## src/rtl/cardinal_nic_pkg.sv

```systemverilog
// Shared definitions for the Cardinal NIC: register map, widths and
// the status-word helper.
package cardinal_nic_pkg;

  localparam int NIC_DW     = 64;
  localparam int NIC_VC_BIT = 0;

  typedef enum logic [0:1] {
    NIC_IBUF  = 2'b00,
    NIC_ISTAT = 2'b01,
    NIC_OBUF  = 2'b10,
    NIC_OSTAT = 2'b11
  } nic_reg_e;

  function automatic logic [0:NIC_DW-1] stat_word(input logic flag);
    stat_word = {{(NIC_DW-1){1'b0}}, flag};
  endfunction

endpackage

```

## src/rtl/cardinal_nic_if.sv

```systemverilog
// CPU NIC bus plus router-port handshake bundle.
// slave is the NIC side; master is the CPU/router side.
interface cardinal_nic_if #(
  parameter int DATA_WIDTH = 64
);

  logic [0:1]            addr_nic;
  logic [0:DATA_WIDTH-1] din_nic;
  logic [0:DATA_WIDTH-1] dout_nic;
  logic                  nicEn;
  logic                  nicWrEn;
  logic                  net_si;
  logic                  net_ri;
  logic [0:DATA_WIDTH-1] net_di;
  logic                  net_so;
  logic                  net_ro;
  logic [0:DATA_WIDTH-1] net_do;
  logic                  net_polarity;

  modport slave (
    input  addr_nic, din_nic, nicEn, nicWrEn,
    input  net_si, net_di, net_ro, net_polarity,
    output dout_nic, net_ri, net_so, net_do
  );

  modport master (
    output addr_nic, din_nic, nicEn, nicWrEn,
    output net_si, net_di, net_ro, net_polarity,
    input  dout_nic, net_ri, net_so, net_do
  );

endinterface

```

## src/rtl/cardinal_nic_slot.sv

```systemverilog
// One-entry packet register with full flag.
// load wins over clear; callers never assert both.
module cardinal_nic_slot #(
  parameter int DATA_WIDTH = 64
) (
  input  logic                  clk,
  input  logic                  rst_n,
  input  logic                  load_i,
  input  logic                  clr_i,
  input  logic [0:DATA_WIDTH-1] data_i,
  output logic [0:DATA_WIDTH-1] data_o,
  output logic                  full_o
);

  logic [0:DATA_WIDTH-1] data_q, data_d;
  logic                  full_q, full_d;

  always_comb begin
    data_d = data_q;
    full_d = full_q;
    if (load_i) begin
      data_d = data_i;
      full_d = 1'b1;
    end else if (clr_i) begin
      full_d = 1'b0;
    end
  end

  always_ff @(posedge clk or negedge rst_n) begin
    if (!rst_n) begin
      data_q <= '0;
      full_q <= 1'b0;
    end else begin
      data_q <= data_d;
      full_q <= full_d;
    end
  end

  assign data_o = data_q;
  assign full_o = full_q;

endmodule

```

## src/rtl/cardinal_nic.sv

```systemverilog
// Cardinal NIC: one packet slot per direction, memory-mapped to the CPU,
// with a VC-polarity gated send handshake toward the router.
module cardinal_nic
  import cardinal_nic_pkg::*;
#(
  parameter int DATA_WIDTH = NIC_DW,
  parameter int VC_BIT     = NIC_VC_BIT
) (
  input  logic           clk,
  input  logic           reset,
  cardinal_nic_if.slave  bus
);

  logic [0:DATA_WIDTH-1] ibuf, obuf;
  logic                  ibuf_full, obuf_full;
  logic                  cpu_rd, cpu_wr;
  logic                  ibuf_ld, ibuf_clr;
  logic                  obuf_ld, obuf_clr;
  logic                  send_ok;
  logic [0:DATA_WIDTH-1] rd_data;

  assign cpu_rd = bus.nicEn & ~bus.nicWrEn;
  assign cpu_wr = bus.nicEn &  bus.nicWrEn;

  assign ibuf_ld  = bus.net_si & ~ibuf_full;
  assign ibuf_clr = cpu_rd & ibuf_full &
                    (bus.addr_nic == NIC_IBUF);

  // A write into a full slot is dropped, including on the drain edge.
  assign obuf_ld  = cpu_wr & ~obuf_full &
                    (bus.addr_nic == NIC_OBUF);
  assign send_ok  = obuf_full &
                    (obuf[VC_BIT] == bus.net_polarity);
  assign obuf_clr = send_ok & bus.net_ro;

  cardinal_nic_slot #(
    .DATA_WIDTH (DATA_WIDTH)
  ) u_islot (
    .clk    (clk),
    .rst_n  (reset),
    .load_i (ibuf_ld),
    .clr_i  (ibuf_clr),
    .data_i (bus.net_di),
    .data_o (ibuf),
    .full_o (ibuf_full)
  );

  cardinal_nic_slot #(
    .DATA_WIDTH (DATA_WIDTH)
  ) u_oslot (
    .clk    (clk),
    .rst_n  (reset),
    .load_i (obuf_ld),
    .clr_i  (obuf_clr),
    .data_i (bus.din_nic),
    .data_o (obuf),
    .full_o (obuf_full)
  );

  always_comb begin
    rd_data = '0;
    if (cpu_rd) begin
      case (bus.addr_nic)
        NIC_IBUF:  rd_data = ibuf;
        NIC_ISTAT: rd_data = stat_word(ibuf_full);
        NIC_OSTAT: rd_data = stat_word(obuf_full);
        default:   rd_data = '0;
      endcase
    end
  end

  assign bus.dout_nic = rd_data;
  assign bus.net_ri   = ~ibuf_full;
  assign bus.net_so   = send_ok;
  assign bus.net_do   = obuf;

endmodule

```

## src/flat_wrapper.sv

```systemverilog
// flat-port wrapper written by rule: the top's interface ports become plain ports
module cardinal_nic_flat import cardinal_nic_pkg::*;
#(
  parameter int DATA_WIDTH = NIC_DW,
  parameter int VC_BIT     = NIC_VC_BIT
)
  (clk, reset, bus_addr_nic, bus_din_nic, bus_nicEn, bus_nicWrEn, bus_net_si, bus_net_di, bus_net_ro, bus_net_polarity, bus_dout_nic, bus_net_ri, bus_net_so, bus_net_do);
  cardinal_nic_if #(.DATA_WIDTH(DATA_WIDTH)) bus_i ();
  input  logic clk;
  input  logic reset;
  input wire logic [$bits(bus_i.addr_nic)-1:0] bus_addr_nic;
  input wire logic [$bits(bus_i.din_nic)-1:0] bus_din_nic;
  input wire logic [$bits(bus_i.nicEn)-1:0] bus_nicEn;
  input wire logic [$bits(bus_i.nicWrEn)-1:0] bus_nicWrEn;
  input wire logic [$bits(bus_i.net_si)-1:0] bus_net_si;
  input wire logic [$bits(bus_i.net_di)-1:0] bus_net_di;
  input wire logic [$bits(bus_i.net_ro)-1:0] bus_net_ro;
  input wire logic [$bits(bus_i.net_polarity)-1:0] bus_net_polarity;
  output wire logic [$bits(bus_i.dout_nic)-1:0] bus_dout_nic;
  output wire logic [$bits(bus_i.net_ri)-1:0] bus_net_ri;
  output wire logic [$bits(bus_i.net_so)-1:0] bus_net_so;
  output wire logic [$bits(bus_i.net_do)-1:0] bus_net_do;
  assign bus_i.addr_nic = bus_addr_nic;
  assign bus_i.din_nic = bus_din_nic;
  assign bus_i.nicEn = bus_nicEn;
  assign bus_i.nicWrEn = bus_nicWrEn;
  assign bus_i.net_si = bus_net_si;
  assign bus_i.net_di = bus_net_di;
  assign bus_i.net_ro = bus_net_ro;
  assign bus_i.net_polarity = bus_net_polarity;
  assign bus_dout_nic = bus_i.dout_nic;
  assign bus_net_ri = bus_i.net_ri;
  assign bus_net_so = bus_i.net_so;
  assign bus_net_do = bus_i.net_do;
  cardinal_nic #(.DATA_WIDTH(DATA_WIDTH), .VC_BIT(VC_BIT)) u_core (.clk(clk), .reset(reset), .bus(bus_i));
endmodule
```

## config.mk

```make
export PLATFORM = sky130hd
export DESIGN_NAME = cardinal_nic_flat
export DESIGN_NICKNAME = d
export VERILOG_FILES = /design/src/rtl/cardinal_nic_pkg.sv /design/src/rtl/cardinal_nic_if.sv /design/src/rtl/cardinal_nic_slot.sv /design/src/rtl/cardinal_nic.sv /design/src/flat_wrapper.sv
export SDC_FILE = /design/constraint.sdc
export NUM_CORES = 1
export LEC_CHECK = 0
export CAP_MARGIN = 20
export CORE_UTILIZATION = 41
export DETAILED_ROUTE_END_ITERATION = 10
export HOLD_SLACK_MARGIN = 0.05
export MAX_ROUTING_LAYER = met4
export PLACE_DENSITY_LB_ADDON = 0.1
export SLEW_MARGIN = 20
export SYNTH_ARGS = -nofsm -noshare
export SYNTH_HDL_FRONTEND = slang
export SYNTH_SLANG_ARGS = --single-unit
```

## constraint.sdc

```tcl
create_clock -name clk -period 1.8 [get_ports clk]
set_input_delay 0.36 -clock clk [delete_from_list [all_inputs] [get_ports clk]]
set_output_delay 0.36 -clock clk [all_outputs]
set_load 0.01 [all_outputs]
```

# Word-level counts from Yosys, hierarchy flattened
# Cells that the tools add are included.
dict set report totals {
  register_bits 130
  inputBits 137
  out_inout_bits 130
  word_cells 29
}
dict set report op_classes {
  eq_ne 4
  n_mux 6
  n_bitwise 12
  n_reduce_logical 3
}
# operator count
set ops {}
lappend ops {{$pmux 64 s3} 1}
lappend ops {{$mux 64} 1}
lappend ops {{$and 1x1->1} 9}
lappend ops {{$eq 2x2->1 const B} 2}
lappend ops {{$mux 1} 4}
lappend ops {{$reduce_bool 2->1} 2}
lappend ops {{$not 1->1} 3}
lappend ops {{$eq 2x1->1 const B} 1}
lappend ops {{$logic_not 2->1} 1}
lappend ops {{$eq 1x1->1} 1}

# Longest topological paths before layout
dict set report depth {
  depth_word 6
  ltp_mapped 5
  mapped_depth_nobuf 3
}

# Cells and area by module
# Synthesis repeated with hierarchy kept, for this count alone.
dict set report hier_totals {
  hier_cells 359
  hier_area_um2 5825.6
}
# mod n_inst cells_each area_per_inst_um2 seq_area_each_um2
set by_module_without_submodules {}
lappend by_module_without_submodules {cardinal_nic_slot 2 138 2615.0 1626.6}
lappend by_module_without_submodules {cardinal_nic 1 83 595.6 0.0}

# Least setup slack after synthesis
# Ideal clock, no wire load.
dict set report synth_timing {
  kind {input -> output}
  from {in bus_nicWrEn}
  to {out bus_dout_nic[54]}
  t_arrival_ps 1188
  t_required_ps 1440
  setup_slack_ps 252
  path_stages 3
  n_path_buf 1
  cell_sequence {nor4b_4 clkbuf_1 and2_1}
}
dict set report synth_via {
  elab_chain_len 3
}
# item line
set synth_lines {}
lappend synth_lines {{start, declared} flat_wrapper.sv:14} ;# input wire logic [$bits(bus_i.nicWrEn)-1:0] bus_nicWrEn;
lappend synth_lines {{$not 1->1} cardinal_nic.sv:22} ;# assign cpu_rd = bus.nicEn & ~bus.nicWrEn;
lappend synth_lines {{$and 1x1->1} cardinal_nic.sv:22}
lappend synth_lines {{$mux 64} cardinal_nic.sv:62} ;# if (cpu_rd) begin
lappend synth_lines {{end, declared} flat_wrapper.sv:19} ;# output wire logic [$bits(bus_i.dout_nic)-1:0] bus_dout_nic;
# Every way passes these cells.

# Worst setup path after layout
dict set report layout_timing {
  from {in bus_nicWrEn}
  to {out bus_dout_nic[55]}
}
# Same word-level chain as after synthesis.

==> metrics.md <==
| Metric | Value |
|---|---|
| NumNets Final | 803 |
| Total routing resource utilization after global routing | 0.236 |
| Row Count | 41 |
| Cell taking the most area after synthesis | dfrtp_1 |
| Number of antenna violations at the first check in global routing | 0 |
| Most frequent cell after synthesis | dfrtp_1 |
| Unrepaired setup endpoints after global routing | yes |
| Global route overflow | 0 |
| Area taken by multi-input logic gates | 2190 µm² |
| Highest-delay cell along the critical path | nor4b_4 |
| Die outline width | 118 µm |
| Routed wire length | 15300 µm |
| Quantity of I/O buffers inserted on ports | 266 |
| Starting density of the core | 0.428 |
| Highest fanout seen on the critical path | 4 |
| Simple-gate share of the synthesized area | 0.0831 |
| Kind of path behind the tightest hold check | in2async |
| Aggregate negative setup slack | -0.983 ns |
| Most used standard cells in the synthesized netlist | dfrtp_1 (130), mux2_2 (79), and2_1 (64) |
| Seq cells post-synth | 130 |
| Synth area leaders | dfrtp_1 (59%), mux2_2 (16%), mux2_4 (13%) |
| Final Total Pwr | 11.5 mW |
| Worst EP required | 1.44 ns |
| Core outline area | 12900 µm² |
| Depth of the most critical reg-to-reg path | 6 |
| Share of cell area taken by muxes after synthesis | 0.297 |
| Count of final setup violators | 34 |
| Count of routing violations after the opening detailed-route iteration | 153 |
| TritonCTS clock tree | done |
| Critical Path Sink Type | output port |
| Post-synthesis compound-gate area fraction | 0.00409 |
| Post-synthesis sequential area ratio | 0.591 |
| Net count after synthesis | 492 |
| Origin of the critical flop-to-flop path | u_core.u_oslot.full_o |
| Reg2reg end | u_core.u_oslot.data_o[31] |
| Normalized max-slew margin | 0.672 |
| Main combinational cell family by area after synthesis | multiplexers |
| Share of synthesized cell area in full adder, half adder and majority cells | 0 |
| Data arrival at the endpoint of the critical path | 1.52 ns |
| Latest clock arrival within the worst-skew pair | 0.41 ns |
| First-pass GRT wire length | 23700 µm |
| Area Growth Syn to Fin | 68.4% |
| Bufs and invs on worst path | 7 |
| Violations in the final reports | setup timing |
| CTS Root Buffer Type | clkbuf_16 |
| CTS sink cnt | 130 |
| Peak Freq | 0.531 GHz |
| Result of the run | complete, but fails checks |
| H-tree levels | 4 |
| Launch point of the critical path | bus_nicWrEn |
| Via count of the first global-routing pass | 4312 |
| Average size of a mapped cell | 15.5 µm² |
| Final clock period utilization by the worst path | 1.05 |
| Max-Cap Viols | 0 |
| Parity-gate share of the synthesized area counting xor and xnor cells | 0.00159 |
| Number of vias in the routed layout | 3970 |
| Top cell type's share of synthesized area | 0.591 |
| Floorplan die area | 13900 µm² |
| Wire length per cell after detailed routing | 18.0 µm |
| Buffer levels on the longest clock path | 2 |
| Cells along the critical path | buf_6 > nor4b_4 > buf_6 > buf_8 > buf_16 > buf_8 > buf_6 > and2_4 > buf_6 |
| Power density of the placed cells | 1240 nW/µm² |
| Die span in y | 118 µm |
| Count of flip-flops with a built-in enable after synthesis | 0 |
| Internal reg-to-reg setup slack | 0.29 ns |
| Sequential standard cell area | 3250 µm² |
| Synth async-reset ratio | 1.00 |
| Measured slew at the worst slew-check pin | 0.492 ns |
| Antenna Cells | 0 |
| Final antenna-violating net count | 0 |
| Number of slew-limit violations in the final report | 0 |
| Count of cell types in the netlist | 21 |
| Total number of yosys warnings | 0 |
| Length of the first detailed-routing pass in iterations | 4 |
| Number of primary I/O pins | 267 |
| Gate Count Post-Synth | 355 |
| RePlAce Congestion | 0.829 |
| Leakage power of the design | 4.34 nW |
| Leading register cell type out of synthesis | dfrtp_1 |
| Share of final-layout standard cells stronger than drive strength 1 | 0.436 |
| Crit path setup slack, layout | -0.0820 ns |
| Number of inserted filler cells in the final layout | 939 |
| DRC viols | 0 |
| TritonCTS buffer count | 17 |
| Worst hold slack | 0.449 ns |
| Half-perimeter wire length after placement | 10100 µm |
| Critical Path Most Common Cell | buf_6 |
| Vias per cell | 4.67 |
| Pin count of the biggest net entering global routing | 60 |
| Cell type group with the largest total delay on the critical path | buffers and inverters |
| Worst supply voltage drop on vdd | 647 µV |
| Biggest cell delay along the critical path | 0.27 ns |
| Clock slew seen by the registers of the worst setup and hold paths | 0.06 ns |
| Post-Syn Area | 5510 µm² |
| Setup WS pre-CTS | -0.768 ns |
| Startpoint kind of the worst setup timing path | input port |
| Crit path time final | 1.88 ns |
| Setup clock skew after layout | 0.00811 ns |
| Category of the critical setup timing path | in2out |
| Final Hold Viols | 0 |
-- area by class of cell --
class	instances	area share
Timing Repair Buffer	312	0.331
Sequential cell	130	0.351
Multi-Input combinational cell	204	0.236
Clock buffer	21	0.0496
Inverter	1	0.000405
Tap cell	172	0.0232
Clock inverter	11	0.00944
-- timing repair --
item / CTS / global route
endpoints found under the setup margin: 66 / 41
hold buffers: 1 / 0
endpoints found under the hold margin: 31 / 0
buffers inserted: 16 / 6
pin swaps: 2 / 10
gates cloned: 6 / 1
gates resized for setup: 304 / 44
-- metal layers --
| layer | wire length, µm | vias up | GRT usage |
|---|---|---|---|
| li1 | - | 1832 | - |
| met1 | 6250 | 1940 | 0.265 |
| met2 | 7720 | 172 | 0.390 |
| met3 | 974 | 26 | 0.0678 |
| met4 | 378 | 0 | 0.103 |
| met5 | 0 | - | - |
-- how the worst max path moves through the flow --
stage | end | slack [ns] | depth (start not counted)
after floorplan | bus_dout_nic[54] | 0.25 | 3
after global placement | bus_dout_nic[55] | -0.74 | 5
after detailed placement | bus_dout_nic[50] | -0.77 | 5
after CTS | bus_dout_nic[62] | -0.21 | 10
after global routing | bus_dout_nic[55] | -0.14 | 9
final | bus_dout_nic[55] | -0.08 | 9
-- registers in the layout, summed over array words and instances (netlist names) --
| register | flops |
|---|---|
| u_core.u_islot.data_o | 64 |
| u_core.u_oslot.data_o | 64 |
| u_core.u_islot.full_o | 1 |
| u_core.u_oslot.full_o | 1 |
-- placed cells by master, fill, tap and decap left out, types with 2 or more instances in the layout --
master / count
clkinv_2: 7
clkbuf_16: 18
buf_6: 29
clkbuf_1: 2
and2_4: 19
mux2_2: 79
buf_16: 3
buf_4: 18
clkinvlp_4: 3
and2_1: 45
clkdlybuf4s50_1: 194
buf_8: 4
clkbuf_8: 2
mux2_4: 49
buf_2: 48
buf_12: 11
dfrtp_1: 130
-- kinds of logic after synthesis --
group	count (synthesis)
multiplexers	129
buffers and inverters	21
AND/OR/NAND/NOR	71
XOR/XNOR	1
AO/OA/AOI/OAI	3
flip-flops	130
-- metrics by stage --
stage           util  std cells  area, µm²
3_3_place_gp   0.662        794       8520
3_5_place_dp   0.662        794       8520
4_1_cts        0.710        848       9140
6_report       0.720        851       9280
2_1_floorplan      -        355       5510
5_1_grt        0.720        851       9280
-- report_power, final --
part | internal, mW | total, mW | switching [mW]
Sequential | 4.10 | 4.75 | 0.647
Clock | 1.95 | 3.17 | 1.22
Combinational | 2.42 | 3.59 | 1.17
Total | 8.47 | 11.5 | 3.03
No activity file was read; power rests on OpenSTA's default activity.
